--- config.mk ---
export PLATFORM = sky130hd
export DESIGN_NAME = uart_rx_core
export DESIGN_NICKNAME = d
export VERILOG_FILES = /design/src/rtl/uart_rx_core.sv
export SDC_FILE = /design/constraint.sdc
export NUM_CORES = 1
export LEC_CHECK = 0
export BUFFER_PORTS_ARGS = -buffer_cell sky130_fd_sc_hd__buf_2
export CAP_MARGIN = 30
export CORE_MARGIN = 3
export CORE_UTILIZATION = 55
export CTS_BUF_LIST = sky130_fd_sc_hd__clkbuf_8
export CTS_CLUSTER_DIAMETER = 120
export DETAILED_ROUTE_END_ITERATION = 12
export PLACE_DENSITY = 0.79
export SLEW_MARGIN = 20
export SYNTH_ARGS = -nofsm -noshare
export SYNTH_HDL_FRONTEND = slang
export SYNTH_SLANG_ARGS = --single-unit
--- constraint.sdc ---
create_clock -name clk -period 3.4 [get_ports clk]
set_input_delay 0.85 -clock clk [delete_from_list [all_inputs] [get_ports clk]]
set_output_delay 0.85 -clock clk [all_outputs]
set_load 0.005 [all_outputs]
--- src/rtl/uart_rx_core.sv ---
// uart_rx_core: oversampling UART receiver (LSB first, idle-high line).
// The rx pin passes through a two-flop synchroniser. The FSM samples each bit
// at mid-bit and presents good frames on a valid/ready byte port.
// Optional feature macro: UART_RX_PARITY_EN adds one even-parity bit after
// the data bits. When the macro is undefined, parity_err is tied to 0.
module uart_rx_core #(
  parameter int CLKS_PER_BIT = 16,
  parameter int DATA_BITS    = 8
) (
  input  logic                 clk,
  input  logic                 rst_n,
  input  logic                 rx,
  output logic [DATA_BITS-1:0] m_data,
  output logic                 m_valid,
  input  logic                 m_ready,
  output logic                 busy,
  output logic                 frame_err,
  output logic                 overrun,
  output logic                 parity_err
);

  localparam int H  = CLKS_PER_BIT / 2;
  localparam int CW = $clog2(CLKS_PER_BIT);
  localparam int BW = $clog2(DATA_BITS);
  localparam logic [CW-1:0] CNT_LAST = CW'(CLKS_PER_BIT - 1);
  localparam logic [CW-1:0] CNT_HALF = CW'(H - 1);
  localparam logic [BW-1:0] IDX_LAST = BW'(DATA_BITS - 1);

  typedef enum logic [2:0] {
    S_IDLE    = 3'd0,
    S_START   = 3'd1,
    S_DATA    = 3'd2,
    S_PARITY  = 3'd3,
    S_STOP    = 3'd4,
    S_WAIT_HI = 3'd5
  } state_e;

  state_e                 state_q;
  logic                   rx_meta_q;
  logic                   rx_s_q;
  logic [CW-1:0]          baud_cnt_q;
  logic [BW-1:0]          bit_idx_q;
  logic [DATA_BITS-1:0]   shreg_q;
  logic [DATA_BITS-1:0]   m_data_q;
  logic                   m_valid_q;
  logic                   frame_err_q;
  logic                   overrun_q;
`ifdef UART_RX_PARITY_EN
  logic                   parity_q;
  logic                   parity_err_q;
`endif

  // Two-flop synchroniser for the asynchronous rx pin; resets to the idle level.
  always_ff @(posedge clk or negedge rst_n) begin
    if (!rst_n) begin
      rx_meta_q <= 1'b1;
      rx_s_q    <= 1'b1;
    end else begin
      rx_meta_q <= rx;
      rx_s_q    <= rx_meta_q;
    end
  end

  // Receive FSM plus the output holding register.
  // Handshake: a byte transfers on any edge where m_valid & m_ready are both 1;
  // m_data stays stable while m_valid=1 and no transfer has happened. A commit
  // on the same edge as a transfer refills the register with no bubble.
  always_ff @(posedge clk or negedge rst_n) begin
    if (!rst_n) begin
      state_q      <= S_IDLE;
      baud_cnt_q   <= '0;
      bit_idx_q    <= '0;
      shreg_q      <= '0;
      m_data_q     <= '0;
      m_valid_q    <= 1'b0;
      frame_err_q  <= 1'b0;
      overrun_q    <= 1'b0;
`ifdef UART_RX_PARITY_EN
      parity_q     <= 1'b0;
      parity_err_q <= 1'b0;
`endif
    end else begin
      frame_err_q  <= 1'b0;
      overrun_q    <= 1'b0;
`ifdef UART_RX_PARITY_EN
      parity_err_q <= 1'b0;
`endif
      // Consumer takes the byte; a commit below may immediately refill it.
      if (m_valid_q && m_ready) m_valid_q <= 1'b0;

      unique case (state_q)
        S_IDLE: begin
          if (!rx_s_q) begin
            state_q    <= S_START;
            baud_cnt_q <= '0;
          end
        end
        S_START: begin
          if (baud_cnt_q == CNT_HALF) begin
            baud_cnt_q <= '0;
            bit_idx_q  <= '0;
            // A start bit that is gone by mid-bit is a glitch: drop silently.
            state_q    <= rx_s_q ? S_IDLE : S_DATA;
          end else begin
            baud_cnt_q <= baud_cnt_q + 1'b1;
          end
        end
        S_DATA: begin
          if (baud_cnt_q == CNT_LAST) begin
            baud_cnt_q <= '0;
            shreg_q    <= {rx_s_q, shreg_q[DATA_BITS-1:1]};
            if (bit_idx_q == IDX_LAST) begin
              bit_idx_q <= '0;
`ifdef UART_RX_PARITY_EN
              state_q   <= S_PARITY;
`else
              state_q   <= S_STOP;
`endif
            end else begin
              bit_idx_q <= bit_idx_q + 1'b1;
            end
          end else begin
            baud_cnt_q <= baud_cnt_q + 1'b1;
          end
        end
        S_PARITY: begin
`ifdef UART_RX_PARITY_EN
          if (baud_cnt_q == CNT_LAST) begin
            baud_cnt_q <= '0;
            parity_q   <= rx_s_q;
            state_q    <= S_STOP;
          end else begin
            baud_cnt_q <= baud_cnt_q + 1'b1;
          end
`else
          state_q <= S_IDLE;
`endif
        end
        S_STOP: begin
          if (baud_cnt_q == CNT_LAST) begin
            baud_cnt_q <= '0;
            if (!rx_s_q) begin
              frame_err_q <= 1'b1;
              state_q     <= S_WAIT_HI;
            end
`ifdef UART_RX_PARITY_EN
            else if (^{parity_q, shreg_q}) begin
              parity_err_q <= 1'b1;
              state_q      <= S_IDLE;
            end
`endif
            else begin
              state_q <= S_IDLE;
              if (!m_valid_q || m_ready) begin
                m_data_q  <= shreg_q;
                m_valid_q <= 1'b1;
              end else begin
                overrun_q <= 1'b1;
              end
            end
          end else begin
            baud_cnt_q <= baud_cnt_q + 1'b1;
          end
        end
        S_WAIT_HI: begin
          // A held-low (break) line must return high before a new frame.
          if (rx_s_q) state_q <= S_IDLE;
        end
        default: state_q <= S_IDLE;
      endcase
    end
  end

  assign m_data    = m_data_q;
  assign m_valid   = m_valid_q;
  assign busy      = (state_q != S_IDLE);
  assign frame_err = frame_err_q;
  assign overrun   = overrun_q;
`ifdef UART_RX_PARITY_EN
  assign parity_err = parity_err_q;
`else
  assign parity_err = 1'b0;
`endif

endmodule

After elaboration in Yosys (flattened, before gate mapping)
Index checks and enable logic that the tools add are counted.

cells by class
  reductions and logical operators = 13
  multiplexer cells = 29
  $add $sub $neg = 2
  eq/ne operators = 13

operators by type and width
  kind                   number
  $mux W3                10
  $pmux W3 S5            1
  $mux W1                12
  $mux W4                3
  $ne A2 B2 Y1 const B   6
  $pmux W4 S3            1
  $eq A3 B3 Y1 const B   3
  $pmux W3 S2            1
  $reduce_and A6 Y1      1
  $reduce_bool A3 Y1     2
  $add A4 B1 Y4 const B  1
  $eq A4 B3 Y1 const B   1
  $eq A4 B4 Y1 const B   1
  $reduce_and A2 Y1      2
  $reduce_and A4 Y1      1
  $add A3 B1 Y3 const B  1
  $eq A3 B1 Y1 const B   1
  $eq A3 B2 Y1 const B   1
  $logic_not A3 Y1       1
  $reduce_and A3 Y1      1
  $mux W2                1
  $reduce_bool A2 Y1     1
  $reduce_or A2 Y1       1
  $logic_and A1 B1 Y1    1
  other kinds (2)        2

storage, ports and cells
  bits of input ports = 4
  bits in registers = 31
  word-level logic and storage cells = 67
  output and inout bits = 13

Longest topological paths before layout
  depth after elaboration = 6
  depth in mapped cells = 7
  depth with buffers taken out = 5

Worst setup path after synthesis
Ideal clock, no wire load.

  kind = register to output
  start point = register state_q[2]
  end point = output port busy
  arrival = 0.883 ns
  data required time = 2.550 ns
  buffers on the path = 1
  setup slack = 1.667 ns
  cell stages (with the launch flop) = 4
  cells stage by stage = dfrtp_1 -> buf_2 -> nor2_1 -> nand2_1

on the way
  cells in the longest elaborated chain, start to end = 1

ends and longest elaborated chain
  element                   RTL line  text
  start: declaration        38        state_e state_q;
  start signal: assignment  103       state_q <= rx_s_q ? S_IDLE : S_DATA;
  $reduce_bool A3 Y1        176       assign busy = (state_q != S_IDLE);
  end: declaration          16        output logic busy,

No other way between the ends.

Worst setup path after layout
Same ends and word-level chain as after synthesis.

==> metrics <==
core box area=approximately 0.0024 mm^2; post-route worst setup slack=roughly 1.1 ns; post-synthesis to final-layout area growth=12.2%; Setup TNS Final=0 ns; Net Count, Synth=~130; required time of the critical path=about 2.6 ns; die area=roughly 0.0033 mm^2; Worst VDD drop=0.452 mV; max-capacitance violation count=0; gp weighted congestion=0.828; outcome=finished, final reports clean; total power=slightly below 900 uW; post-CTS sizing=0; RSZ-0062 raised after global routing=false; fraction of registers with async set/reset=100%; Hold Vio Cnt, Final=0; Worst Setup End Kind=output pin; measured slew at the worst slew-check pin=0.646 ns; Ys Warns=0; met1 usage=between 20% and 30%; syn_area_per_cell=approximately 12 um^2; crit path time final=2.28 ns; CTS root buffer=clkbuf_8; CTS Buf Count=5; share of the synthesized area in the top cell type=between 50% and 60%; reg2reg setup slack=roughly 1.4 ns; # nets final=145; worst endpoint data arrival time=approximately 1.4 ns; final setup vio count=0; crit path from=state_q[2]; register bit count reported by yosys=31; global-route wire length before repair=around 4300 um; grt total ovfl=0; hpwl dp=approximately 1600 um; Yosys top cell by area=dfrtp_1; Final Core Density=between 60% and 70%; GRT met3 Usage=9.05%; crit path kind=flop to output pin; most common cell in the netlist=dfrtp_1; CTS tree=yes; H-tree levels=2; worst-path fanout max=15; gr busiest metal=met2; Startpoint Class=flop; Die Y=approximately 57 um; Routed WL=about 2400 um; FF-to-FF End=m_data[7]; I/O Buffers=15; drt pass-1 iters=4; Pleak=slightly above 0.8 nW; hold-fix buffer count after cts=0; Place WS=1.43 ns; # rows=17; drt first-iter violations=33; largest net degree at the start of global routing=32; Starting Density=between 60% and 70%; layout cells sized above 1=33.8%; I/O pin count=17; Final Slew Violations=0; number of flops mapped to enable cells by yosys=0; post-synthesis sequential area ratio=between 50% and 60%; Die Width=~57 um; worst reg2reg path depth=5; Num Clock Sinks=31; synthesized area=0.00145 mm^2; synth cell count leaders=29 x dfrtp_1, 18 x mux2_2, 11 x nand2_1; DRC Markers=0; DR vias=approximately 950; achievable frequency=0.438 GHz; Routed Antenna Nets=0; Clock Skews=between 0.004 and 0.005 ns; CP endpoint=busy; vias per cell=around 5.7; grt met2 use=24.7%; n_diodes=0; total track usage=17.8%; Clk Latency, worst-skew pair=between 0.2 and 0.3 ns; top_reg_cell synth=dfrtp_1; clock slew at reported path FFs=roughly 0.060 ns; Post-CTS Setup Bufs=0; crit share post-route=67.1%; DR WL/cell=14.3 um; Critical R2R Launch=baud_cnt_q[0]; largest cells by area after synthesis=dfrtp_1 50%, mux2_2 14%, dfstp_2 3.6%; post-synthesis cell type count=40; slew margin rel.=around 57%; worst hold stages=0; clk buf depth=2; min-delay worst type=flop to flop; Mapped Cells=approximately 120; vias in the first global route=approximately 1000; power per cell area=545 mW/mm^2; initial antenna violation count=0
## stage by stage
step	instance area, um^2	std cells	hold slack, ns
final	1630	167	0.356
after global routing	1630	167	0.364
after CTS	1630	167	0.358
after detailed placement	1510	159	0.349
after global placement	1510	159	0.346
after floorplan	1450	122	0.345
## registers in the layout, summed over array words and instances (netlist names), 3 cells and up
| signal | cells |
|---|---|
| baud_cnt_q | 4 |
| bit_idx_q | 3 |
| m_data | 8 |
| shreg_q | 8 |
| state_q | 3 |
## final cells by class
class	count	area [um^2]
multi-input combinational	81	607
fill	169	733
clock buffer	6	82.6
tap	28	35.0
inverter	4	15.0
sequential	31	778
clock inverter	2	35.0
timing repair buffer	15	75.1
## cells in the final DEF (no fill, tap or decap), types with 2 or more instances in the layout
cell type	count
dfrtp_1	29
mux2i_1	2
nand2_1	11
clkbuf_8	6
and2_1	2
o21ai_0	5
a21oi_1	4
nor3_1	2
ha_1	3
dfstp_2	2
nor2_1	6
buf_2	15
nor2b_1	3
nand3_1	2
inv_1	4
mux2_2	18
## how the worst min path moves through the flow
stage	startpoint	endpoint	slack, ns
3_5_place_dp	rx_meta_q	rx_s_q	0.35
5_1_grt	rx_meta_q	rx_s_q	0.36
4_1_cts	rx_meta_q	rx_s_q	0.36
6_report	rx_meta_q	rx_s_q	0.36
3_3_place_gp	rx_meta_q	rx_s_q	0.35
2_1_floorplan	rx_meta_q	rx_s_q	0.35
## critical path, stage by stage, from the launching register on
cell and delay [ns]:
dfrtp_1 0.55, nor2_1 0.32, nand2_1 0.13, buf_2 0.15
## power by group
part / switching [mW] / leakage [nW] / internal, mW / total, mW
sequential: 0.0316 / 0.423 / 0.389 / 0.420
clock: 0.134 / 0.0612 / 0.237 / 0.370
combinational: 0.0549 / 0.348 / 0.0422 / 0.0971
total: 0.220 / 0.832 / 0.668 / 0.888
## cells by family after synthesis
| group | synth area share, % |
|---|---|
| multiplexers | 15.3 |
| buffers and inverters | 4.57 |
| adder cells (fa/ha/maj) | 3.28 |
| AO/OA/AOI/OAI | 7.50 |
| AND/OR/NAND/NOR | 15.4 |
| other | 0.258 |
| flip-flops | 53.6 |
## routing by layer
layer / part of all wire (%) / vias to the layer above
li1: - / 457
met1: 44 / 441
met3: 8.2 / 10
met5: 0 / -
met4: 2.8 / 0
met2: 45 / 43
(Power assumes the default switching activity.)
